$ cat config.mk
export PLATFORM = sky130hd
export DESIGN_NAME = seg7_io_display
export DESIGN_NICKNAME = d
export VERILOG_FILES = /design/src/rtl/seg7_pkg.sv /design/src/rtl/seg7_hex_decoder.sv /design/src/rtl/seg7_io_display.sv
export SDC_FILE = /design/constraint.sdc
export NUM_CORES = 1
export LEC_CHECK = 0
export ABC_CLOCK_PERIOD_IN_PS = 4740
export CAP_MARGIN = 20
export CORE_ASPECT_RATIO = 2
export CORE_MARGIN = 10
export CORE_UTILIZATION = 60
export CTS_BUF_LIST = sky130_fd_sc_hd__clkbuf_2 sky130_fd_sc_hd__clkbuf_4 sky130_fd_sc_hd__clkbuf_8
export CTS_CLUSTER_DIAMETER = 30
export DETAILED_ROUTE_END_ITERATION = 12
export DONT_BUFFER_PORTS = 1
export GPL_ROUTABILITY_DRIVEN = 0
export PLACE_DENSITY = 0.81
export SLEW_MARGIN = 5
export SYNTH_ARGS = -nofsm -noshare
export SYNTH_HDL_FRONTEND = slang
export SYNTH_SLANG_ARGS = --single-unit
export TNS_END_PERCENT = 30
$ cat constraint.sdc
create_clock -name seg_clk -period 4.74 [get_ports seg_clk]
set_input_delay 0.237 -clock seg_clk [delete_from_list [all_inputs] [get_ports seg_clk]]
set_output_delay 0.237 -clock seg_clk [all_outputs]
set_load 0.005 [all_outputs]
$ cat src/rtl/seg7_pkg.sv
// Shared constants for the 7-segment display peripheral: register map,
// hex-to-segment table and reset values.
package seg7_pkg;

  localparam logic [1:0] SEG_ADDR_LO   = 2'b00;
  localparam logic [1:0] SEG_ADDR_MASK = 2'b01;
  localparam logic [1:0] SEG_ADDR_HI   = 2'b10;

  // Active-high gfedcba patterns, index = nibble value (entry 0 is rightmost)
  localparam logic [15:0][6:0] HEX_SEG = {
    7'h71, 7'h79, 7'h5E, 7'h39, 7'h7C, 7'h77, 7'h6F, 7'h7F,
    7'h07, 7'h7D, 7'h6D, 7'h66, 7'h4F, 7'h5B, 7'h06, 7'h3F
  };

  localparam logic [31:0] VAL_RST = 32'h0000_0000;
  localparam logic [7:0]  EN_RST  = 8'hFF;
  localparam logic [7:0]  DP_RST  = 8'h00;
  localparam logic [7:0]  DARK    = 8'hFF;

endpackage

$ cat src/rtl/seg7_hex_decoder.sv
// Combinational nibble to active-high gfedcba segment pattern.
module seg7_hex_decoder
  import seg7_pkg::*;
(
  input  logic [3:0] nib_i,
  output logic [6:0] seg_o
);

  assign seg_o = HEX_SEG[nib_i];

endmodule

$ cat src/rtl/seg7_io_display.sv
// Memory-mapped 8-digit hex 7-segment display with time-multiplexed outputs.
// Optional leading-zero suppression is enabled by defining SEG7_ZERO_BLANK_EN.
module seg7_io_display
  import seg7_pkg::*;
#(
  parameter int SCAN_DIV = 50000,
  parameter int NDIG     = 8
) (
  input  logic            seg_clk,
  input  logic            seg_rst_n,
  input  logic            segwrite,
  input  logic            segcs,
  input  logic [1:0]      segaddr,
  input  logic [15:0]     segwdata,
  output logic [NDIG-1:0] DIG,
  output logic [7:0]      Y
);

  localparam int PW = $clog2(SCAN_DIV);
  localparam int SW = $clog2(NDIG);

  logic [4*NDIG-1:0] val_q;
  logic [NDIG-1:0]   en_q, dp_q;
  logic [PW-1:0]     presc_q;
  logic [SW-1:0]     scan_q;
  logic [NDIG-1:0]   dig_q, dig_d;
  logic [7:0]        y_q, y_d;
  logic [3:0]        nib;
  logic [6:0]        seg;
  logic              blank, lit;

  always_ff @(posedge seg_clk or negedge seg_rst_n) begin
    if (!seg_rst_n) begin
      val_q <= VAL_RST;
      en_q  <= EN_RST;
      dp_q  <= DP_RST;
    end else if (segcs && segwrite) begin
      case (segaddr)
        SEG_ADDR_LO:   val_q[15:0]  <= segwdata;
        SEG_ADDR_HI:   val_q[31:16] <= segwdata;
        SEG_ADDR_MASK: begin
          en_q <= segwdata[7:0];
          dp_q <= segwdata[15:8];
        end
        default: ;
      endcase
    end
  end

  always_ff @(posedge seg_clk or negedge seg_rst_n) begin
    if (!seg_rst_n) begin
      presc_q <= '0;
      scan_q  <= '0;
    end else if (presc_q == PW'(SCAN_DIV - 1)) begin
      presc_q <= '0;
      scan_q  <= scan_q + 1'b1;
    end else begin
      presc_q <= presc_q + 1'b1;
    end
  end

  assign nib = val_q[{scan_q, 2'b00} +: 4];

  seg7_hex_decoder u_dec (
    .nib_i (nib),
    .seg_o (seg)
  );

`ifdef SEG7_ZERO_BLANK_EN
  // Blank every digit above the most significant non-zero nibble; digit 0 always survives.
  logic [SW-1:0] top_nz;
  always_comb begin
    top_nz = '0;
    for (int i = 1; i < NDIG; i++)
      if (val_q[4*i +: 4] != 4'h0) top_nz = SW'(i);
  end
  assign blank = (scan_q > top_nz);
`else
  assign blank = 1'b0;
`endif

  assign lit = en_q[scan_q] && !blank;

  always_comb begin
    dig_d = {NDIG{1'b1}};
    y_d   = DARK;
    if (lit) begin
      dig_d = ~(NDIG'(1) << scan_q);
      y_d   = {~dp_q[scan_q], ~seg};
    end
  end

  always_ff @(posedge seg_clk or negedge seg_rst_n) begin
    if (!seg_rst_n) begin
      dig_q <= {NDIG{1'b1}};
      y_q   <= DARK;
    end else begin
      dig_q <= dig_d;
      y_q   <= y_d;
    end
  end

  assign DIG = dig_q;
  assign Y   = y_q;

endmodule

Word level (Yosys, flattened, before mapping) --
Memory sizes are Yosys's and may differ from the RTL's. Cells that the tools add are included.
Storage, ports and cells: bits in writable memories 0, memories kept 1, register bits 83, latch bits 0, word-level logic and storage cells 34, memory bits (read-only) 112
Cells by class: add/sub/neg operators 2, equal/unequal tests 3, multiply operators 0, magnitude comparators 2, bitwise logic cells 3, reduce and logical (&&, ||, !) cells 5, multiplexer cells 8, shift-type cells 2, divide/modulo/power cells 0
Memory list:
- (name not given) | words 16, width 7, rd ports 1, clocked after Yosys merged registers in 0, write ports 0, RTL line seg7_hex_decoder.sv:9 | assign seg_o = HEX_SEG[nib_i];
Operators by type and width (number):
- $shiftx 32x6->4 | 1
- $add 16x1->16 const B | 1
- $eq 16x16->1 const B | 1
- $mux 16 | 1
- $mux 8 | 2
- $not 8->8 | 1
- $shl 1x3->8 const A | 1
- $mux 7 | 1
- $not 7->7 | 1
- $bmux 1 s3 | 2
- $reduce_and 2->1 | 3
- $lt 4x5->1 const B | 1
- $lt 3x4->1 const B | 1
- $add 3x1->3 const B | 1
- $eq 2x1->1 const B | 1
- $eq 2x2->1 const B | 1
- $logic_not 2->1 | 1
- $mux 1 | 2
- $logic_and 1x1->1 | 1
- $not 1->1 | 1

Logic depth before layout (Yosys ltp) --
depth after elaboration 5, gate-level depth with buffers 11

Modules after synthesis --
Synthesis repeated with hierarchy kept, for this count alone.
Unflattened totals: cell total of the unflattened synthesis 288, area total of the unflattened synthesis 3873.7 um2
Modules (own cells, without submodules):
- seg7_io_display | cells an instance 255, sequential area each 2107.0 um2, area each 3583.4 um2, times used 1
- seg7_hex_decoder | cells an instance 33, sequential area each 0.0 um2, area each 290.3 um2, times used 1

Least setup slack after synthesis --
Ideal clock, no wire load.
path type register to register, start register scan_q[1], end register y_q[3], in the netlist Y[3], library setup time 82 ps, slack 2471 ps, stages on the path, launching flop included 11, data arrival time 2187 ps, clock period less this slack 2269 ps, cells stage by stage dfrtp_1 -> buf_6 -> buf_2 -> mux4_2 -> nand2_1 -> nand2_1 -> inv_1 -> ha_1 -> inv_1 -> mux2_2 -> a22oi_1
Between the ends: cells in the longest elaborated chain, start to end 5, elaborated cells on any way between the ends 7, classes of those cells shift: 1; mux: 4; bitwise: 1; memory: 1
RTL lines:
- start: declaration | RTL line seg7_io_display.sv:25 | logic [SW-1:0] scan_q;
- start signal: assignment | RTL line seg7_io_display.sv:56 | scan_q <= scan_q + 1'b1;
- $shiftx 32x6->4 | RTL line seg7_io_display.sv:62 | assign nib = val_q[{scan_q, 2'b00} +: 4];
- $mem_v2 16x7
- $mux 7 (implied by the code) | RTL line seg7_hex_decoder.sv:9
- $not 7->7 | RTL line seg7_io_display.sv:89 | y_d = {~dp_q[scan_q], ~seg};
- $mux 8 * | RTL line seg7_io_display.sv:87 | if (lit) begin
- named net y_d[3] | RTL line seg7_io_display.sv:27 | logic [7:0] y_q, y_d;
- end signal: assignment | RTL line seg7_io_display.sv:99 | y_q <= y_d;
- end: declaration | RTL line seg7_io_display.sv:27
Mark *: on every way through the listed nets, which the timed path passes. The rest lies on a longest branch. The select of a mux whose other input is x is not followed. A chain may end at the register's enable or synchronous reset.

Final worst setup path --
start register scan_q[0], end register y_q[6], in the netlist Y[6]
The elaborated chain is that of the path after synthesis.

==> qor.yml <==
run_status:
  status: "complete, no violations"
logic_synthesis:
  async_flop_share: 1.00
  syn-cell-area_sq_um: 3920
  synth_flop_cell: "dfrtp_1"
  yosysTopAreaCell: "dfrtp_1"
  synth-edff-count: 0
  ys_ff_latch: 83
  yosys.cell_types.count: 42
  ys_seq_area_frac: 0.538
  ys_warn_count: 0
  yosys.cell_count.top_type: "dfrtp_1"
  avgSynthCellArea_sq_um: 13.2
  postSynthCellCount: 297
  synth_nets: 332
  synth_common_cells: "dfrtp_1 (59), mux2_2 (51), nand2_1 (25), dfstp_2 (24), nor2_1 (23)"
  yosys-top-cells-area: "dfrtp_1 (38%), dfstp_2 (16%), mux2_2 (15%)"
  synth_top_area_frac: 0.377
setup_path:
  worstSetupEndpointType: "register"
  worstReg2RegEnd: "Y[6]"
  r2r_start: "scan_q[0]"
  rr_worst_depth: 5
  critical_path.endpoint: "Y[6]"
  crit_fanout: 16
  critPathArrivalTime_ns: 3.28
  worst-r2r-setup-slack_ns: 1.74
  critPathLaunch: "scan_q[0]"
  path_class: "reg -> reg"
  cp-start-kind: "register"
  worstPathRequired_ns: 5.02
sta:
  fin_setup_tns_ns: 0
  finalCritPeriodShare: 0.633
  finalClockSkew_ns: 0.0133
  tightest_slew_ns: 1.05
  rsz0062_at_grt: "no"
  fmax_mhz: 333
  slew_headroom: 0.283
  fin_crit_ns: 3.00
  whs_ns: 0.0194
  setup_violations: 0
  hold_viol: 0
  slew_violations: 0
place:
  dpl.hpwl_mm: 5.52
  port_buffers: 0
  dp.cells: 373
drt:
  drt_iter0_drc: 157
  post_drt_wl_per_cell_microns: 19.4
  antenna_left: 0
  post_drt_via_cell_ratio: 5.92
  wirelength_mm: 7.62
  firstDrtPassIters: 4
  vias: 2322
  route.detailed.drc: 0
clock_network:
  numCtsBuffers: 9
  cts_tree: "built"
  post_cts_resized: 0
  clkLatencyLatePin_ns: 0.36
  h-tree-depth: 3
  cts.path.max_buffers: 2
  postCtsSetupBuffers: 0
  ctsRootBufferMaster: "clkbuf_8"
  clk_pin_slew_ns: 0.08
  cts_sinks: 83
pwr:
  leakage_nw: 1.77
  peakVddDrop_mv: 0.297
  powerDensity_nw_per_um2: 415
hold_path:
  hold_class: "in -> reg"
  hold_start: "segwdata[3]"
  hold_path_depth: 1
global_routing:
  grt_overflow: 0
  grt_max_degree: 84
  grt_pass1_wl_mm: 12.6
  grt_pass1_vias: 2545
  grt_use_total: 0.155
  antenna_found_initial: 0
floorplanning:
  die_area_sq_um: 10400
  die_y_microns: 134
  initial_core_util: 0.620
  io_pins: 38
  core_area_sq_um: 6310
  die_w_microns: 77.1
  rows: 41
finish:
  fin_nets: 336
  fin_cells: 392
  diodes: 0
  area_growth_pct: 8.60
  finalCoreUtilization: 0.674
  drive_above_1_share: 0.353
run:
  maxCapViolCount: 0
## metal layers
metal	GRT usage	vias to the layer above	wire length (microns)
li1	-	1065	-
met1	0.154	1168	2840
met2	0.267	64	4020
met3	0.0535	25	418
met4	0.100	0	343
met5	0	-	0
## cell usage in the layout, fill, tap and decap left out, drive strengths merged, types with 2 or more instances in the layout
| cell | count |
|---|---|
| mux4 | 10 |
| and3 | 3 |
| nand2 | 25 |
| inv | 7 |
| a22oi | 2 |
| dfstp | 24 |
| buf | 2 |
| nor2b | 2 |
| nor2 | 23 |
| nand4 | 3 |
| a211oi | 2 |
| clkbuf | 12 |
| ha | 13 |
| xnor2 | 10 |
| dlygate4sd3 | 2 |
| nand3 | 9 |
| mux2 | 53 |
| o221ai | 2 |
| nor3 | 3 |
| a21oi | 4 |
| dfrtp | 59 |
| xor2 | 5 |
| clkinv | 3 |
| bufinv | 2 |
| mux2i | 12 |
## how the worst min path moves through the flow
| stage | end | slack (ns) |
|---|---|---|
| 6_report | val_q[19] | 0.02 |
| 3_5_place_dp | val_q[6] | -0.05 |
| 5_1_grt | val_q[28] | 0.0004 |
| 4_1_cts | dp_q[1] | 0.006 |
| 3_3_place_gp | val_q[2] | -0.05 |
| 2_1_floorplan | dp_q[0] | -0.06 |
## layout make-up
type | instances | area, sq um
Inverter | 8 | 30.0
Multi-Input combinational cell | 195 | 1730
Fill cell | 457 | 2060
Tap cell | 86 | 108
Sequential cell | 83 | 2110
Timing Repair Buffer | 4 | 55.1
Clock inverter | 4 | 73.8
Clock buffer | 12 | 153
## worst max-delay path: stages (launching register included)
cell and delay (ns):
dfrtp_1 0.82, mux4_2 0.58, mux2i_1 0.83, mux2i_1 0.29
nor2_1 0.07, a311o_1 0.33
## flip-flops by register name (all words and copies together), names as in the netlist
signal and cells:
DIG 8, Y 8, dp_q 8, en_q 8, presc_q 16, scan_q 3
val_q 32
## power by group
group / leakage [nW] / internal (mW) / total [mW] / switching (mW)
registers: 0.984 / 0.850 / 0.919 / 0.0694
logic: 0.674 / 0.154 / 0.282 / 0.129
clock network: 0.117 / 0.323 / 0.564 / 0.241
## what timing repair did
action / in CTS / in global routing
hold buffers: 2 / 1
endpoints found under the hold margin: 83 / 1
setup endpoints to repair: 0 / 0
## through the flow
| stage | area (sq um) | total power, mW | setup slack (ns) |
|---|---|---|---|
| after floorplan | 3920 | 1.12 | 2.47 |
| after global placement | 3980 | 1.18 | 1.87 |
| after detailed placement | 3980 | 1.20 | 1.78 |
| after CTS | 4240 | 1.78 | 1.76 |
| after global routing | 4250 | 1.85 | 1.53 |
| final | 4250 | 1.77 | 1.74 |
## cells by family (layout without fill, tap and decap cells)
logic type	Yosys count	after routing	synth area share
adder cells (fa/ha/maj)	13	13	0.0415
flip-flops	83	83	0.538
AND/OR/NAND/NOR	75	75	0.0892
XOR/XNOR	15	15	0.0336
AO/OA/AOI/OAI	17	17	0.0336
buffers and inverters	19	28	0.0224
multiplexers	75	75	0.242
No activity file was read; power rests on OpenSTA's default activity.
